### config.mk
export PLATFORM = sky130hd
export DESIGN_NAME = quad_enc_tx
export DESIGN_NICKNAME = d
export VERILOG_FILES = /design/src/rtl/enc_pkg.sv /design/src/rtl/enc_pos_counter.sv /design/src/rtl/quad_enc_tx.sv
export SDC_FILE = /design/constraint.sdc
export NUM_CORES = 1
export LEC_CHECK = 0
export BUFFER_PORTS_ARGS = -buffer_cell sky130_fd_sc_hd__buf_2
export CAP_MARGIN = 20
export CORE_ASPECT_RATIO = 1.5
export CORE_MARGIN = 5
export CORE_UTILIZATION = 60
export CTS_CLUSTER_DIAMETER = 30
export CTS_CLUSTER_SIZE = 12
export DETAILED_ROUTE_END_ITERATION = 16
export PLACE_DENSITY = 0.81
export SKIP_LAST_GASP = 1
export SYNTH_ARGS = -nofsm -noshare
export SYNTH_HDL_FRONTEND = slang
export SYNTH_HIERARCHICAL = 1
export SYNTH_SLANG_ARGS = --single-unit
### constraint.sdc
create_clock -name clk -period 5.61 [get_ports clk]
set_input_delay 0.2805 -clock clk [delete_from_list [all_inputs] [get_ports clk]]
set_output_delay 0.2805 -clock clk [all_outputs]
set_load 0.05 [all_outputs]
### src/rtl/enc_pkg.sv
// Shared definitions for the quadrature encoder emulator and its decoder-side peers:
// phase codes, the step-direction phase function and the emulator state encoding.
package enc_pkg;

    localparam int FILT_CONST   = 15;
    localparam int MIN_HOLD_DEF = FILT_CONST + 5;

    // {A,B} channel codes in forward order
    localparam logic [1:0] PH_00 = 2'b00;
    localparam logic [1:0] PH_10 = 2'b10;
    localparam logic [1:0] PH_11 = 2'b11;
    localparam logic [1:0] PH_01 = 2'b01;

    typedef enum logic {
        IDLE = 1'b0,
        HOLD = 1'b1
    } enc_state_t;

    function automatic logic [1:0] next_phase(input logic [1:0] ph, input logic fwd);
        logic [1:0] r;
        case (ph)
            PH_00:   r = fwd ? PH_10 : PH_01;
            PH_10:   r = fwd ? PH_11 : PH_00;
            PH_11:   r = fwd ? PH_01 : PH_10;
            default: r = fwd ? PH_00 : PH_11;
        endcase
        return r;
    endfunction

endpackage

### src/rtl/enc_pos_counter.sv
// Modulo-(4*LINES) up/down position counter with a registered zero flag.
// Wraps by comparison, so LINES need not be a power of two.
module enc_pos_counter #(
    parameter int LINES = 1024,
    parameter int POS_W = 12
) (
    input  logic             clk,
    input  logic             rst_n,
    input  logic             up,
    input  logic             down,
    output logic [POS_W-1:0] count,
    output logic             is_zero
);

    localparam logic [POS_W-1:0] TOP = POS_W'(4 * LINES - 1);

    logic [POS_W-1:0] cnt_d;

    always_comb begin
        cnt_d = count;
        if (up) begin
            cnt_d = (count == TOP) ? '0 : count + POS_W'(1);
        end else if (down) begin
            cnt_d = (count == '0) ? TOP : count - POS_W'(1);
        end
    end

    // Zero flag follows the next value so it changes on the same edge as count
    always_ff @(posedge clk) begin
        if (!rst_n) begin
            count   <= '0;
            is_zero <= 1'b1;
        end else begin
            count   <= cnt_d;
            is_zero <= (cnt_d == '0);
        end
    end

endmodule

### src/rtl/quad_enc_tx.sv
// Quadrature encoder emulator: turns single-step requests into A/B/Z waveforms,
// holding each phase at least MIN_HOLD clocks so downstream filters see every edge.
module quad_enc_tx
    import enc_pkg::*;
#(
    parameter int MIN_HOLD = MIN_HOLD_DEF,
    parameter int HOLD_W   = 8,
    parameter int LINES    = 1024,
    parameter int POS_W    = 12
) (
    input  logic             clk,
    input  logic             rst_n,
    input  logic             en,
    input  logic             step_valid,
    input  logic             step_dir,
    output logic             step_ready,
    output logic             Chn_A_out,
    output logic             Chn_B_out,
    output logic             Chn_Z_out,
    output logic [POS_W-1:0] pos_out
);

    // Loading MIN_HOLD-2 puts the next accept exactly MIN_HOLD edges later,
    // accounting for the registered step_ready.
    localparam logic [HOLD_W-1:0] HOLD_LOAD = HOLD_W'(MIN_HOLD - 2);

    enc_state_t        state_q, state_d;
    logic [HOLD_W-1:0] hold_q, hold_d;
    logic              ready_q, ready_d;
    logic [1:0]        ab_q, ab_d;
    logic              accept;

    // Handshake: a step transfers on a rising edge where step_valid, step_ready
    // and en are all high; step_valid while step_ready is low is dropped, not queued.
    assign accept = en & step_valid & ready_q;

    always_comb begin
        state_d = state_q;
        hold_d  = hold_q;
        ready_d = ready_q;
        ab_d    = ab_q;
        case (state_q)
            IDLE: begin
                ready_d = en;
                if (accept) begin
                    ab_d    = next_phase(ab_q, step_dir);
                    hold_d  = HOLD_LOAD;
                    state_d = HOLD;
                    ready_d = 1'b0;
                end
            end
            HOLD: begin
                ready_d = 1'b0;
                // Counts regardless of en so re-enabling never shortens a hold
                if (hold_q == '0) begin
                    state_d = IDLE;
                    ready_d = en;
                end else begin
                    hold_d = hold_q - HOLD_W'(1);
                end
            end
            default: begin
                state_d = IDLE;
                ready_d = 1'b0;
            end
        endcase
    end

    always_ff @(posedge clk) begin
        if (!rst_n) begin
            state_q <= IDLE;
            hold_q  <= '0;
            ready_q <= 1'b0;
            ab_q    <= PH_00;
        end else begin
            state_q <= state_d;
            hold_q  <= hold_d;
            ready_q <= ready_d;
            ab_q    <= ab_d;
        end
    end

    enc_pos_counter #(
        .LINES(LINES),
        .POS_W(POS_W)
    ) u_pos (
        .clk    (clk),
        .rst_n  (rst_n),
        .up     (accept & step_dir),
        .down   (accept & ~step_dir),
        .count  (pos_out),
        .is_zero(Chn_Z_out)
    );

    assign step_ready = ready_q;
    assign Chn_A_out  = ab_q[1];
    assign Chn_B_out  = ab_q[0];

endmodule

==> impl_summary.md, run 1 <==
GRT
In the global route stage, overall resource usage came out at 0.234. Entering global routing, the biggest net connects 26 pins. The first-pass GRT wire length is between 7000 and 8000 µm. The via count of the first global-routing pass was 1612.

After global routing the overflow that remains totals 0. The number of antenna violations at the first check in global routing was 0.

Worst setup path
The worst setup path is captured at a flip-flop. The type of origin of the critical path is a flip-flop. The critical-path maximum fanout is 9. STA puts the critical path data required time at ~5.8 ns. The critical setup path kind is flip-flop to flip-flop.

The endpoint arrival time on the critical path is 2.78 ns.

Floorplanning
From left edge to right edge, the die measures approximately 55 µm. The die area is between 4000 and 5000 µm². The die extent in y is ~77 µm. The core area is 2910 µm². The initial utilization of the core area, before any placement, comes to 0.619. The number of I/O pins is 21. In this run the core area contains 24 standard-cell rows.

Synth
For this run, the number of Yosys warnings is 6. Counting flops with an async set or reset pin after synthesis yields a share of 0. Yosys mapped a number of flops with a built-in enable equal to 0. The portion of the post-synthesis area used by sequential elements is 0.278. The dominant register cell in the synthesized netlist is sky130_fd_sc_hd__dfxtp_1.

The share of synthesized area in the top cell type comes to 0.278. The number of nets handed over by synthesis was 223. In this run the cell area of the synthesized design comes to approximately 1800 µm². The library cell with the highest instance count after synthesis is sky130_fd_sc_hd__nor2_1. The register bit total from synthesis is 25. The commonest cells after synthesis are sky130_fd_sc_hd__nor2_1 (28), sky130_fd_sc_hd__dfxtp_1 (25), sky130_fd_sc_hd__a21oi_1 (12), sky130_fd_sc_hd__nand3_1 (12), sky130_fd_sc_hd__nor3_1 (11). The number of different library cells in the post-synthesis netlist is between 60 and 70.

The cell count after synthesis came out at 213. By area the synthesized netlist is led by sky130_fd_sc_hd__dfxtp_1 (28%), sky130_fd_sc_hd__nor2_1 (5.8%), sky130_fd_sc_hd__ha_1 (3.5%). The leading area contributor after synthesis is sky130_fd_sc_hd__dfxtp_1.

A synthesized cell averages 8.46 µm².

Layout
Compared with the post-synthesis result, the final layout area differs by 6.81%. Of the cells placed in the final design, the portion with a size suffix greater than 1 is 0.197. At the end of the flow, the number of nets in the layout was between 200 and 250. After routing the design area is ~1900 µm².

The final antenna diode count is 0.

Placement
The total half-perimeter wirelength after legalization and detailed placement is roughly 3300 µm. The last weighted congestion value of the routability-driven placer is around 0.9. The count of input and output buffers is 20.

The cell area reported after detailed placement is around 1900 µm². The worst slack at placement is 3.08 ns.

STA
Of the available clock period, the critical path in the final layout requires 0.460. Headroom to the max-slew limit came out at 0.520. The worst-margin pin slew is a little over 0.7 ns.

The max-slew violation count came to 0. The final worst setup slack is slightly above 3 ns. Setup repair after global routing left no endpoint under its margin. In the final timing run, aggregate negative setup slack is 0 ns.

For the final database, setup skew stands at approximately 0.0023 ns. The clock period minus final worst setup slack is between 2 and 3 ns. The count of final setup violators is 0. The count of endpoints failing hold in the final timing report is 0. Static timing analysis puts the maximum clock frequency at just under 400 MHz.

Clocking
In this run the clock root is driven by a sky130_fd_sc_hd__clkbuf_8. The number of hold buffers added after CTS was 0. The number of sinks driven by the clock tree is 25. TritonCTS created 3 clock buffers.

The clock transition at the register clock pins on the worst setup and hold paths after CTS is 0.08 ns. The insertion delay to the later sink of the worst-skew pair is between 0.2 and 0.3 ns. The H-tree level count is 1. In this run the post-CTS setup repair buffer count came out at 0.

The maximum buffer depth of the clock tree is 2. The number of cells upsized or downsized after cts is 0. TritonCTS built the clock tree.

Power and ir drop
In this run the static leakage power is roughly 0.79 nW. The internal power of the cells totals between 0.0002 and 0.0003 W. The worst-case IR drop observed on VDD is 191 µV.

In this run the power spent charging and discharging nets is roughly 0.00014 W. The total power consumption of the routed design is approximately 0.00042 W. For this design the ratio of total power to cell area is between 200 and 250 nW/µm². The relative contribution of the clock network to total power is 0.256. Of the total power, the share spent switching nets is 0.342. Of the total power, combinational logic draws 0.260. The sequential power share is 0.484.

Routing
The antenna violation net count after detailed routing is 0. The routed layout has 1724 vias. The final wirelength is ~4500 µm. The mean number of vias per cell is between 6 and 7. The average routed wire per standard cell is between 15 and 20 µm.

The number of iterations in the first detailed-routing pass is 4. The number of design rule violations left after detail routing is 0. For this block, the initial DRC count from the detailed router was 63.

Status
The run finished with clean final reports.

Job
The number of max-cap violations is 0.

Min path
The tightest min-delay check is of the input port to flip-flop type.
## per-layer routing
layer,track usage,part of all wire
met2,0.400,0.54
met4,0.0973,0.020
met5,0,0
met1,0.273,0.40
met3,0.0368,0.045
## area by class of cell
| class | count | area, µm² |
|---|---|---|
| repair buffers | 21 | 108 |
| flip-flops and latches | 25 | 500 |
| multi-input cells | 166 | 1180 |
| fillers | 277 | 988 |
| well taps | 39 | 48.8 |
| clock buffers | 3 | 41.3 |
| inverters | 12 | 45.0 |
| clock inverters | 1 | 5.00 |
## kinds of logic after synthesis
| kind of cell | after synthesis | share of synthesized area |
|---|---|---|
| simple gates | 99 | 0.341 |
| compound gates | 55 | 0.242 |
| flops | 25 | 0.278 |
| buf+inv | 22 | 0.0694 |
| xor+xnor | 6 | 0.0292 |
| fa+ha+maj | 5 | 0.0347 |
| mux | 1 | 0.00556 |
## layout by cell type (no fill, tap or decap), types with 4 or more instances in the layout
| master | count |
|---|---|
| sky130_fd_sc_hd__nor2_1 | 28 |
| sky130_fd_sc_hd__dfxtp_1 | 25 |
| sky130_fd_sc_hd__buf_2 | 20 |
| sky130_fd_sc_hd__nand3_1 | 12 |
| sky130_fd_sc_hd__a21oi_1 | 12 |
| sky130_fd_sc_hd__nor3_1 | 11 |
| sky130_fd_sc_hd__inv_1 | 10 |
| sky130_fd_sc_hd__nand4_1 | 6 |
| sky130_fd_sc_hd__o31ai_1 | 5 |
| sky130_fd_sc_hd__nand2_1 | 5 |
| sky130_fd_sc_hd__a211oi_1 | 5 |
| sky130_fd_sc_hd__ha_1 | 5 |
| sky130_fd_sc_hd__nand4b_1 | 4 |
| sky130_fd_sc_hd__xnor2_1 | 4 |
| sky130_fd_sc_hd__o21ai_0 | 4 |
## state kept, by name, summed over array words and instances, names as in the netlist
name / cells
u_pos/is_zero: 1
step_ready: 1
state_q: 1
ab_q: 2
hold_q: 8
u_pos/count: 12
## critical path, cell delays in order, from the launching register on
cell and delay [ns]:
sky130_fd_sc_hd__dfxtp_1 0.38, sky130_fd_sc_hd__nand3_1 0.18, sky130_fd_sc_hd__nor2_1 0.41, sky130_fd_sc_hd__or3b_2 0.53, sky130_fd_sc_hd__nor3_1 0.20, sky130_fd_sc_hd__a311oi_1 0.11, sky130_fd_sc_hd__a21oi_1 0.24, sky130_fd_sc_hd__nand4bb_1 0.19
sky130_fd_sc_hd__o31ai_2 0.26
## worst paths after layout
check                           slack (ns)                        to              startpoint  depth (start not counted)
worst min-delay path                  0.29  u_pos/is_zero$_SDFF_PN1_                   rst_n                          2
worst max register to register        3.03  u_pos/is_zero$_SDFF_PN1_   step_ready$_SDFF_PN0_                          8
worst min register to register        0.48    hold_q[7]$_SDFFE_PN0P_  hold_q[7]$_SDFFE_PN0P_                          1
worst max-delay path                  3.03  u_pos/is_zero$_SDFF_PN1_   step_ready$_SDFF_PN0_                          8
## stage by stage
step                      hold WS, ns  std cells  utilization
after floorplan                 0.345        213            -
after global placement          0.459        263        0.645
after detailed placement        0.462        263        0.645
after CTS                       0.287        267        0.661
after global routing            0.294        267        0.661
final                           0.292        267        0.661
## power by group through the flow
stage / clock, W / combinational, W / sequential (W)
6_report: 0.000108 / 0.000110 / 0.000204
5_1_grt: 0.000118 / 0.000118 / 0.000206
4_1_cts: 0.000110 / 0.000109 / 0.000203
3_5_place_dp: 0 / 0.000108 / 0.000208
3_3_place_gp: 0 / 0.000107 / 0.000208
2_1_floorplan: 0 / 0.0000686 / 0.000224
Power figures use the tool's default switching activity.
==> run 2, diff against run 1 <==
--- a/config.mk
+++ b/config.mk
@@ -5,15 +5,16 @@
 export SDC_FILE = /design/constraint.sdc
 export NUM_CORES = 1
 export LEC_CHECK = 0
+export ABC_AREA = 1
 export BUFFER_PORTS_ARGS = -buffer_cell sky130_fd_sc_hd__buf_2
 export CAP_MARGIN = 20
 export CORE_ASPECT_RATIO = 1.5
 export CORE_MARGIN = 5
-export CORE_UTILIZATION = 60
+export CORE_UTILIZATION = 52
 export CTS_CLUSTER_DIAMETER = 30
 export CTS_CLUSTER_SIZE = 12
 export DETAILED_ROUTE_END_ITERATION = 16
-export PLACE_DENSITY = 0.81
+export PLACE_DENSITY = 0.74
 export SKIP_LAST_GASP = 1
 export SYNTH_ARGS = -nofsm -noshare
 export SYNTH_HDL_FRONTEND = slang
==> constraint.sdc (replaced) <==
create_clock -name clk -period 2.3 [get_ports clk]
set_input_delay 0.115 -clock clk [delete_from_list [all_inputs] [get_ports clk]]
set_output_delay 0.115 -clock clk [all_outputs]
set_load 0.05 [all_outputs]
==> impl_summary.md, run 2 <==
Synth
The mean post-synth cell area is 5.90 µm² (-30%). The gate count of the mapped netlist is 309 (+45%). In the post-synthesis netlist, the biggest area contributors are sky130_fd_sc_hd__dfxtp_1 (27%), sky130_fd_sc_hd__nand2_1 (19%), sky130_fd_sc_hd__nor2_1 (10%). The leading area contributor after synthesis is sky130_fd_sc_hd__dfxtp_1. The dominant register cell in the synthesized netlist is sky130_fd_sc_hd__dfxtp_1. The top-area cell type share of the netlist area is 0.274 (-0.00343). The area of the mapped netlist is 1820 µm² (+1.3%). The register bit total from synthesis is 25 (unchanged). In the synthesized netlist, the cells that appear most often are sky130_fd_sc_hd__nand2_1 (90), sky130_fd_sc_hd__nor2_1 (50), sky130_fd_sc_hd__inv_1 (36), sky130_fd_sc_hd__nand3_1 (31), sky130_fd_sc_hd__dfxtp_1 (25). The share of synthesized flip-flops with an asynchronous set or reset came to 0 (unchanged). The number of different library cells in the post-synthesis netlist is 26 (-57%).

The synthesis warning total is 6 (unchanged). The number of enable flip-flop cells after synthesis came to 0 (unchanged). The net count of the mapped netlist came to 319 (+43%). The portion of the post-synthesis area used by sequential elements is 0.274 (-0.00343).

sky130_fd_sc_hd__nand2_1 is the most common cell in the netlist.

Worst setup path
The critical-path maximum fanout is 6 (-3). The endpoint arrival time on the critical path is 2.15 ns (-0.63 ns). The kind of cell adding the most delay to the critical path is simple AND/OR/NAND/NOR gates. STA classifies the critical path startpoint as a flip-flop.

The endpoint type of the worst setup path is a flip-flop. The cell type with the highest occurrence count on the critical path is sky130_fd_sc_hd__nand2_1. The delay of the slowest critical-path stage is 0.41 ns (-0.12 ns). On the critical path, the stage with the largest delay is an instance of sky130_fd_sc_hd__dfxtp_1. Traced cell by cell, the critical path runs through inv_1, ha_1, nand2_1, inv_1, nand2_1, nor2_1, nand3_1, nand3_1, a21oi_1, nand3_1, nor2_1, nand2_1, nand2_1. The data required time at the worst endpoint is 2.51 ns (-3.29 ns). The total buffers and inverters traversed by the critical path was 2 (+2). The critical path is of the flip-flop to flip-flop type.

GRT
The via count of the first global-routing pass came to 1929 (+20%). The number of antenna violations at the first check in global routing is 0 (unchanged). The total global routing track utilization is 0.211 (-0.0237). The largest net degree at the start of global routing was 16 (-38%). The global-route congestion overflow total is 0 (unchanged). The first-pass GRT wire length is 7950 µm (+5.6%).

Power and ir drop
The sequential power share is 0.483 (about the same). The power per cell area is 501 nW/µm² (+130%). The switching share of power is 0.343 (+0.000901). The leakage power was 1.03 nW (+32%). The internal power is 0.000656 W (+140%).

The worst IR drop on VDD came to 566 µV (+200%). The net switching power came to 0.000342 W (+140%). The fraction of power consumed by combinational cells was 0.267 (+0.007).

The relative contribution of the clock network to total power is 0.249 (-0.007).

STA
The relative slew slack came to 0.707 (+0.186). The share of the clock period used by the worst path is 0.844 (+0.384). The final hold slack is 0.0948 ns (-0.197 ns). The max-slew violation count is 0 (unchanged). The clock period minus final worst setup slack is 1.94 ns (-0.641 ns). The maximum clock rate came to 515 MHz (+33%).

The worst clock skew is 0.00283 ns (+0.000566 ns). The count of endpoints failing hold in the final timing report is 0 (unchanged). The worst-margin pin slew came to 0.440 ns (-0.273 ns).

The count of final setup violators is 0 (unchanged). Setup repair after global routing left no endpoint under its margin. The final setup TNS is 0 ns (unchanged).

Routing
The violation count after the first detailed-routing iteration was 90 (+43%). The antenna violation net count after detailed routing is 0 (unchanged). The number of iterations in the first detailed-routing pass is 4 (unchanged).

The total vias in the final route is 1954 (+13%). The final wirelength is 4660 µm (+3.9%). The mean number of vias per cell is 5.27 (-18%).

The average routed wire per standard cell is 12.5 µm (-25%). The number of design rule violations left after detail routing is 0 (unchanged).

Placement
The count of input and output buffers is 20 (unchanged). The cell area reported after detailed placement was 1950 µm² (+3.6%). The number of cells after detailed placement is 367 (+40%). The total half-perimeter wirelength after legalization and detailed placement is 3800 µm (+14%). The last weighted congestion value of the routability-driven placer is 0.979 (+10%).

Layout
Counting flops per register, the top entry is u_pos/count. The area growth from synthesis to layout is 9.12%. The post-layout instance count excluding filler cells is 371 (+39%). In the final layout, the registers with the most flip-flops are u_pos/count x12, hold_q x8, ab_q x2.

The net count reported at finish is 340 (+42%). The flip-flop count of the largest register, all copies and words added is 12 (unchanged). The proportion of layout cells with a drive suffix above 1 came to 0.119 (-0.0788). Leaving out fill and tap cells, the most frequent cell in the layout is sky130_fd_sc_hd__nand2_1. In the layout the commonest cells are sky130_fd_sc_hd__nand2_1 (90), sky130_fd_sc_hd__nor2_1 (50), sky130_fd_sc_hd__inv_1 (36). The final instance area was 1990 µm² (+3.4%).

The final antenna diode count came to 0 (unchanged). The sequential cell area is 500 µm² (unchanged). The count of fill cells added during filler insertion is 381 (+38%). The footprint of the multi-input gates came to 1130 µm² (-3.5%).

Clocking
The number of sinks driven by the clock tree is 25 (unchanged). The number of clock buffers inserted by TritonCTS is 3 (unchanged). The H-tree level count is 1 (unchanged). The TritonCTS clock tree is yes.

The maximum buffer depth of the clock tree is 2 (unchanged). The cts-stage hold buffer count is 0 (unchanged). The clock transition at the register clock pins on the worst setup and hold paths after CTS is 0.08 ns (about the same).

The number of cells upsized or downsized after cts was 0 (unchanged). The buffer count from post-CTS setup fixing came to 0 (unchanged). The tree is rooted in a sky130_fd_sc_hd__clkbuf_8. The insertion delay to the later sink of the worst-skew pair came to 0.26 ns (about the same).

Floorplanning
The initial core utilization is 0.534 (-0.0845). The number of I/O pins is 21 (unchanged). The die extent in y is 82.5 µm (+7.0%). The overall die width was 58.4 µm (+6.6%).

The number of standard-cell rows in the floorplan is 26 (+8.3%). The core area was 3420 µm² (+17%). The die area is 4820 µm² (+14%).

Min path
The min-delay analysis places its worst path in the category input port to flip-flop.

Job
The number of max-cap violations is 0 (unchanged).

Status
The flow ran to the end, and the final reports show no timing, DRC or antenna violations.
## run 2: cell count changes after synthesis, sizes merged, moves of 5 or more
cell    change
or3         -6
nor2       +26
o21ai      +10
a21oi       +8
a211oi      -5
inv        +28
nand2      +90
nor3        -8
nor4        -6
buf         -5
nand3      +19
o31ai       -6
## run 2: final cells by class
class / instances / area share
multi-input cells: 240 / 0.570
inverters: 38 / 0.0717
repair buffers: 22 / 0.0578
clock buffers: 4 / 0.0226
well taps: 42 / 0.0264
flip-flops and latches: 25 / 0.251
## run 2: logic make-up (layout without fill, tap and decap cells)
kind of cell / Yosys count / after routing / synth area share
flip-flops: 25 / 25 / 0.274
adder cells (fa/ha/maj): 5 / 5 / 0.0343
buffers and inverters: 44 / 64 / 0.104
XOR/XNOR: 6 / 6 / 0.0288
AND/OR/NAND/NOR: 194 / 194 / 0.456
AO/OA/AOI/OAI: 35 / 35 / 0.103
## run 2: worst register-to-register path: stages (launching register included)
cell and delay, ns:
sky130_fd_sc_hd__dfxtp_1 0.41, sky130_fd_sc_hd__inv_1 0.13, sky130_fd_sc_hd__ha_1 0.21, sky130_fd_sc_hd__nand2_1 0.10, sky130_fd_sc_hd__inv_1 0.08, sky130_fd_sc_hd__nand2_1 0.11
sky130_fd_sc_hd__nor2_1 0.07, sky130_fd_sc_hd__nand3_1 0.08, sky130_fd_sc_hd__nand3_1 0.10, sky130_fd_sc_hd__a21oi_1 0.20, sky130_fd_sc_hd__nand3_1 0.11, sky130_fd_sc_hd__nor2_1 0.15
sky130_fd_sc_hd__nand2_1 0.07, sky130_fd_sc_hd__nand2_1 0.05
## run 2: final timing paths
path	start	to	slack, ns	depth (start not counted)
worst max register to register	u_pos/count[0]$_SDFF_PN0_	u_pos/is_zero$_SDFF_PN1_	0.36	13
worst min-delay path	rst_n	u_pos/is_zero$_SDFF_PN1_	0.09	2
worst max-delay path	u_pos/count[0]$_SDFF_PN0_	u_pos/is_zero$_SDFF_PN1_	0.36	13
worst min register to register	hold_q[0]$_SDFFE_PN0P_	hold_q[0]$_SDFFE_PN0P_	0.50	1
## run 2: stage by stage
stage	utilization	setup WS, ns	power (W)
after CTS	0.583	0.363	0.00101
after floorplan	-	0.305	0.000693
after detailed placement	0.570	0.388	0.000758
after global routing	0.583	0.136	0.00107
after global placement	0.570	0.350	0.000757
final	0.583	0.359	0.000997
## run 2: power by group through the flow
stage	clock (W)	combinational (W)	sequential, W
floorplan	0	0.000155	0.000538
global placement	0	0.000266	0.000492
detailed placement	0	0.000266	0.000492
CTS	0.000257	0.000267	0.000482
global route	0.000284	0.000297	0.000487
finish	0.000248	0.000267	0.000482
## run 2: routing by layer
metal | wire length, µm | track usage
met5 | 0 | 0
met4 | 153 | 0.121
met3 | 180 | 0.0187
met2 | 2540 | 0.406
met1 | 1780 | 0.216
==> run 3, diff against run 2 <==
--- a/config.mk
+++ b/config.mk
@@ -10,11 +10,11 @@
 export CAP_MARGIN = 20
 export CORE_ASPECT_RATIO = 1.5
 export CORE_MARGIN = 5
-export CORE_UTILIZATION = 52
+export CORE_UTILIZATION = 58
 export CTS_CLUSTER_DIAMETER = 30
 export CTS_CLUSTER_SIZE = 12
 export DETAILED_ROUTE_END_ITERATION = 16
-export PLACE_DENSITY = 0.74
+export PLACE_DENSITY = 0.78
 export SKIP_LAST_GASP = 1
 export SYNTH_ARGS = -nofsm -noshare
 export SYNTH_HDL_FRONTEND = slang
==> constraint.sdc (replaced) <==
create_clock -name clk -period 1.9 [get_ports clk]
set_input_delay 0.095 -clock clk [delete_from_list [all_inputs] [get_ports clk]]
set_output_delay 0.095 -clock clk [all_outputs]
set_load 0.05 [all_outputs]
==> impl_summary.md, run 3 (synthesis gave the netlist of run 2 again) <==
Layout
The count of fill cells added during filler insertion is 279 (-27%). The net count reported at finish is 348 (+2.4%). The proportion of layout cells with a drive suffix above 1 is 0.214 (+0.0951). The flip-flop count of the largest register, all copies and words added is 12 (unchanged). The final antenna diode count is 0 (unchanged). The largest registers in the layout are u_pos/count x12, hold_q x8, ab_q x2.

The area growth from synthesis to layout is 18.0%. The final instance area is 2150 µm² (+8.1%). The most common library cell in the layout ignoring fill and taps is sky130_fd_sc_hd__nand2_1. Ranked by flip-flop count, first place goes to u_pos/count. In the layout the commonest cells are sky130_fd_sc_hd__nand2_1 (85), sky130_fd_sc_hd__nor2_1 (47), sky130_fd_sc_hd__inv_1 (34).

STA
The worst-margin pin slew is 0.601 ns (+0.162 ns). The worst clock skew is 0.00718 ns (+0.00436 ns). The relative slew slack was 0.599 (-0.108).

The share of the clock period used by the worst path is 0.968 (+0.124). The maximum clock rate is 544 MHz (+5.6%). The count of endpoints failing hold in the final timing report is 0 (unchanged). The count of final setup violators is 0 (unchanged).

The clock period minus final worst setup slack is 1.84 ns (-0.103 ns). The final worst setup slack is 0.0613 ns (-0.297 ns). The max-slew violation count was 0 (unchanged).

Clocking
The number of sinks driven by the clock tree came to 25 (unchanged). The number of clock buffers inserted by TritonCTS is 3 (unchanged). The clock transition at the register clock pins on the worst setup and hold paths after CTS is 0.09 ns (about the same). The H-tree level count is 1 (unchanged).

The TritonCTS clock tree is yes. The tree is rooted in a sky130_fd_sc_hd__clkbuf_8. The maximum buffer depth of the clock tree came to 2 (unchanged). The insertion delay to the later sink of the worst-skew pair is 0.27 ns (about the same).

Worst setup path
The worst register-to-register path begins at step_ready$_SDFF_PN0_. The critical-path maximum fanout was 7 (+1). The critical setup path kind is flip-flop to flip-flop.

The endpoint type of the worst setup path is a flip-flop. STA classifies the critical path startpoint as a flip-flop. The worst reg-to-reg setup slack is 0.06 ns (-0.30 ns).

The endpoint arrival time on the critical path is 2.06 ns (-0.09 ns). The path depth of the worst reg2reg path is 13 (unchanged). The data required time at the worst endpoint is 2.12 ns (-0.39 ns).

The endpoint identified for the worst register-to-register timing path is u_pos/is_zero$_SDFF_PN1_.

GRT
The number of antenna violations at the first check in global routing came to 0 (unchanged). The first-pass GRT wire length came to 8000 µm (+0.62%). The largest net degree at the start of global routing is 16 (unchanged). The total global routing track utilization is 0.224 (+0.0128). The via count of the first global-routing pass came to 1955 (+1.3%). The global-route congestion overflow total is 0 (unchanged).

Power and ir drop
The net switching power is 0.000441 W (+29%). The switching share of power came to 0.353 (+0.0106). The power per cell area is 580 nW/µm² (+16%). The total power consumption of the routed design is 0.00125 W (+25%). The fraction of power consumed by combinational cells is 0.292 (+0.025). The leakage power is 1.12 nW (+8.2%).

The relative contribution of the clock network to total power came to 0.245 (-0.004). The sequential power share came to 0.462 (-0.021). The internal power was 0.000807 W (+23%).

The worst IR drop on VDD is 518 µV (-8.4%).

Floorplanning
The number of I/O pins came to 21 (unchanged). The die area is 4390 µm² (-8.9%). The overall die width was 55.8 µm (-4.4%).

The die extent in y is 78.7 µm (-4.7%). The core area came to 3100 µm² (-9.3%). The number of standard-cell rows in the floorplan is 25 (-3.8%). The initial core utilization is 0.589 (+0.0550).

Routing
The average routed wire per standard cell is 13.1 µm (+4.3%). The violation count after the first detailed-routing iteration is 86 (-4.4%). The antenna violation net count after detailed routing came to 0 (unchanged). The final wirelength is 4930 µm (+6.0%).

The number of iterations in the first detailed-routing pass is 4 (unchanged). The number of design rule violations left after detail routing is 0 (unchanged). The mean number of vias per cell is 5.45 (+3.4%). The total vias in the final route is 2053 (+5.1%).

Min path
The hold path startpoint is rst_n. The end point of the worst hold path is u_pos/is_zero$_SDFF_PN1_. The worst min-delay path category is input port to flip-flop.

The cell depth of the worst hold path came to 2 (unchanged).

Status
The flow ran to the end, and the final reports show no timing, DRC or antenna violations.

Placement
The total half-perimeter wirelength after legalization and detailed placement is 3790 µm (-0.31%). The cell area reported after detailed placement was 1980 µm² (+1.6%). The count of input and output buffers was 20 (unchanged). The last weighted congestion value of the routability-driven placer is 1.01 (+2.9%).

The worst slack at placement came to -0.0329 ns (-0.421 ns).

Job
The number of max-cap violations is 0 (unchanged).
==> run 3: power groups by stage <==
stage,Combinational [W],Sequential (W),Clock [W]
2_1_floorplan,0.000188,0.000652,0
3_3_place_gp,0.000328,0.000590,0
3_5_place_dp,0.000330,0.000590,0
4_1_cts,0.000333,0.000578,0.000316
5_1_grt,0.000398,0.000582,0.000348
6_report,0.000365,0.000577,0.000306
==> run 3: critical path: stages (launching register included) <==
cell and delay, ns:
sky130_fd_sc_hd__dfxtp_2 0.35, sky130_fd_sc_hd__nand3_2 0.08, sky130_fd_sc_hd__nor2_1 0.10, sky130_fd_sc_hd__buf_4 0.16, sky130_fd_sc_hd__nand2_1 0.10, sky130_fd_sc_hd__inv_2 0.11
sky130_fd_sc_hd__nand2_2 0.08, sky130_fd_sc_hd__o21ai_0 0.17, sky130_fd_sc_hd__nand3_1 0.13, sky130_fd_sc_hd__a21oi_2 0.18, sky130_fd_sc_hd__nand2_1 0.11, sky130_fd_sc_hd__nor2_4 0.11
sky130_fd_sc_hd__nand2_1 0.06, sky130_fd_sc_hd__nand2_1 0.05
==> run 3: worst max-delay path by stage <==
stage	depth (start not counted)	to	slack, ns	start
after global routing	11	u_pos/is_zero$_SDFF_PN1_	-0.09	u_pos/count[3]$_SDFF_PN0_
after detailed placement	13	u_pos/is_zero$_SDFF_PN1_	-0.03	step_ready$_SDFF_PN0_
after CTS	13	u_pos/is_zero$_SDFF_PN1_	0.004	step_ready$_SDFF_PN0_
after global placement	13	u_pos/is_zero$_SDFF_PN1_	-0.03	step_ready$_SDFF_PN0_
after floorplan	13	u_pos/is_zero$_SDFF_PN1_	0.1	u_pos/count[7]$_SDFF_PN0_
final	13	u_pos/is_zero$_SDFF_PN1_	0.06	step_ready$_SDFF_PN0_
==> run 3: through the flow <==
stage / setup TNS [ns] / instances / utilization / hold slack [ns]
after floorplan: 0 / 309 / - / 0.164
after global placement: -0.0321 / 369 / 0.638 / 0.340
after detailed placement: -0.0329 / 369 / 0.638 / 0.342
after CTS: 0 / 373 / 0.654 / 0.0583
after global routing: -0.0854 / 377 / 0.695 / 0.0576
final: 0 / 377 / 0.695 / 0.0624
==> run 3: final cells by class <==
type	instances	area, µm²	share of cell area
inverter	38	143	0.0663
clock inverter	1	5.00	0.00233
tap	40	50.0	0.0233
clock buffer	3	41.3	0.0192
multi-input combinational	241	1240	0.574
sequential	25	509	0.237
timing repair buffer	29	168	0.0779
==> run 3: routing by layer <==
metal	track usage	wire, µm	up-vias
li1	-	-	1033
met1	0.218	1870	933
met3	0.0214	187	22
met2	0.448	2650	65
met5	0	0	-
met4	0.117	225	0
==> run 3: timing repair <==
| action | 4_1_cts | 5_1_grt |
|---|---|---|
| resized for setup | 2 | 29 |
| setup endpoints to repair | 1 | 1 |
| hold buffers | 0 | 0 |
| setup buffers | 0 | 3 |
| pin swaps | 0 | 9 |
| hold endpoints to repair | 0 | 0 |
| cloned | 0 | 1 |
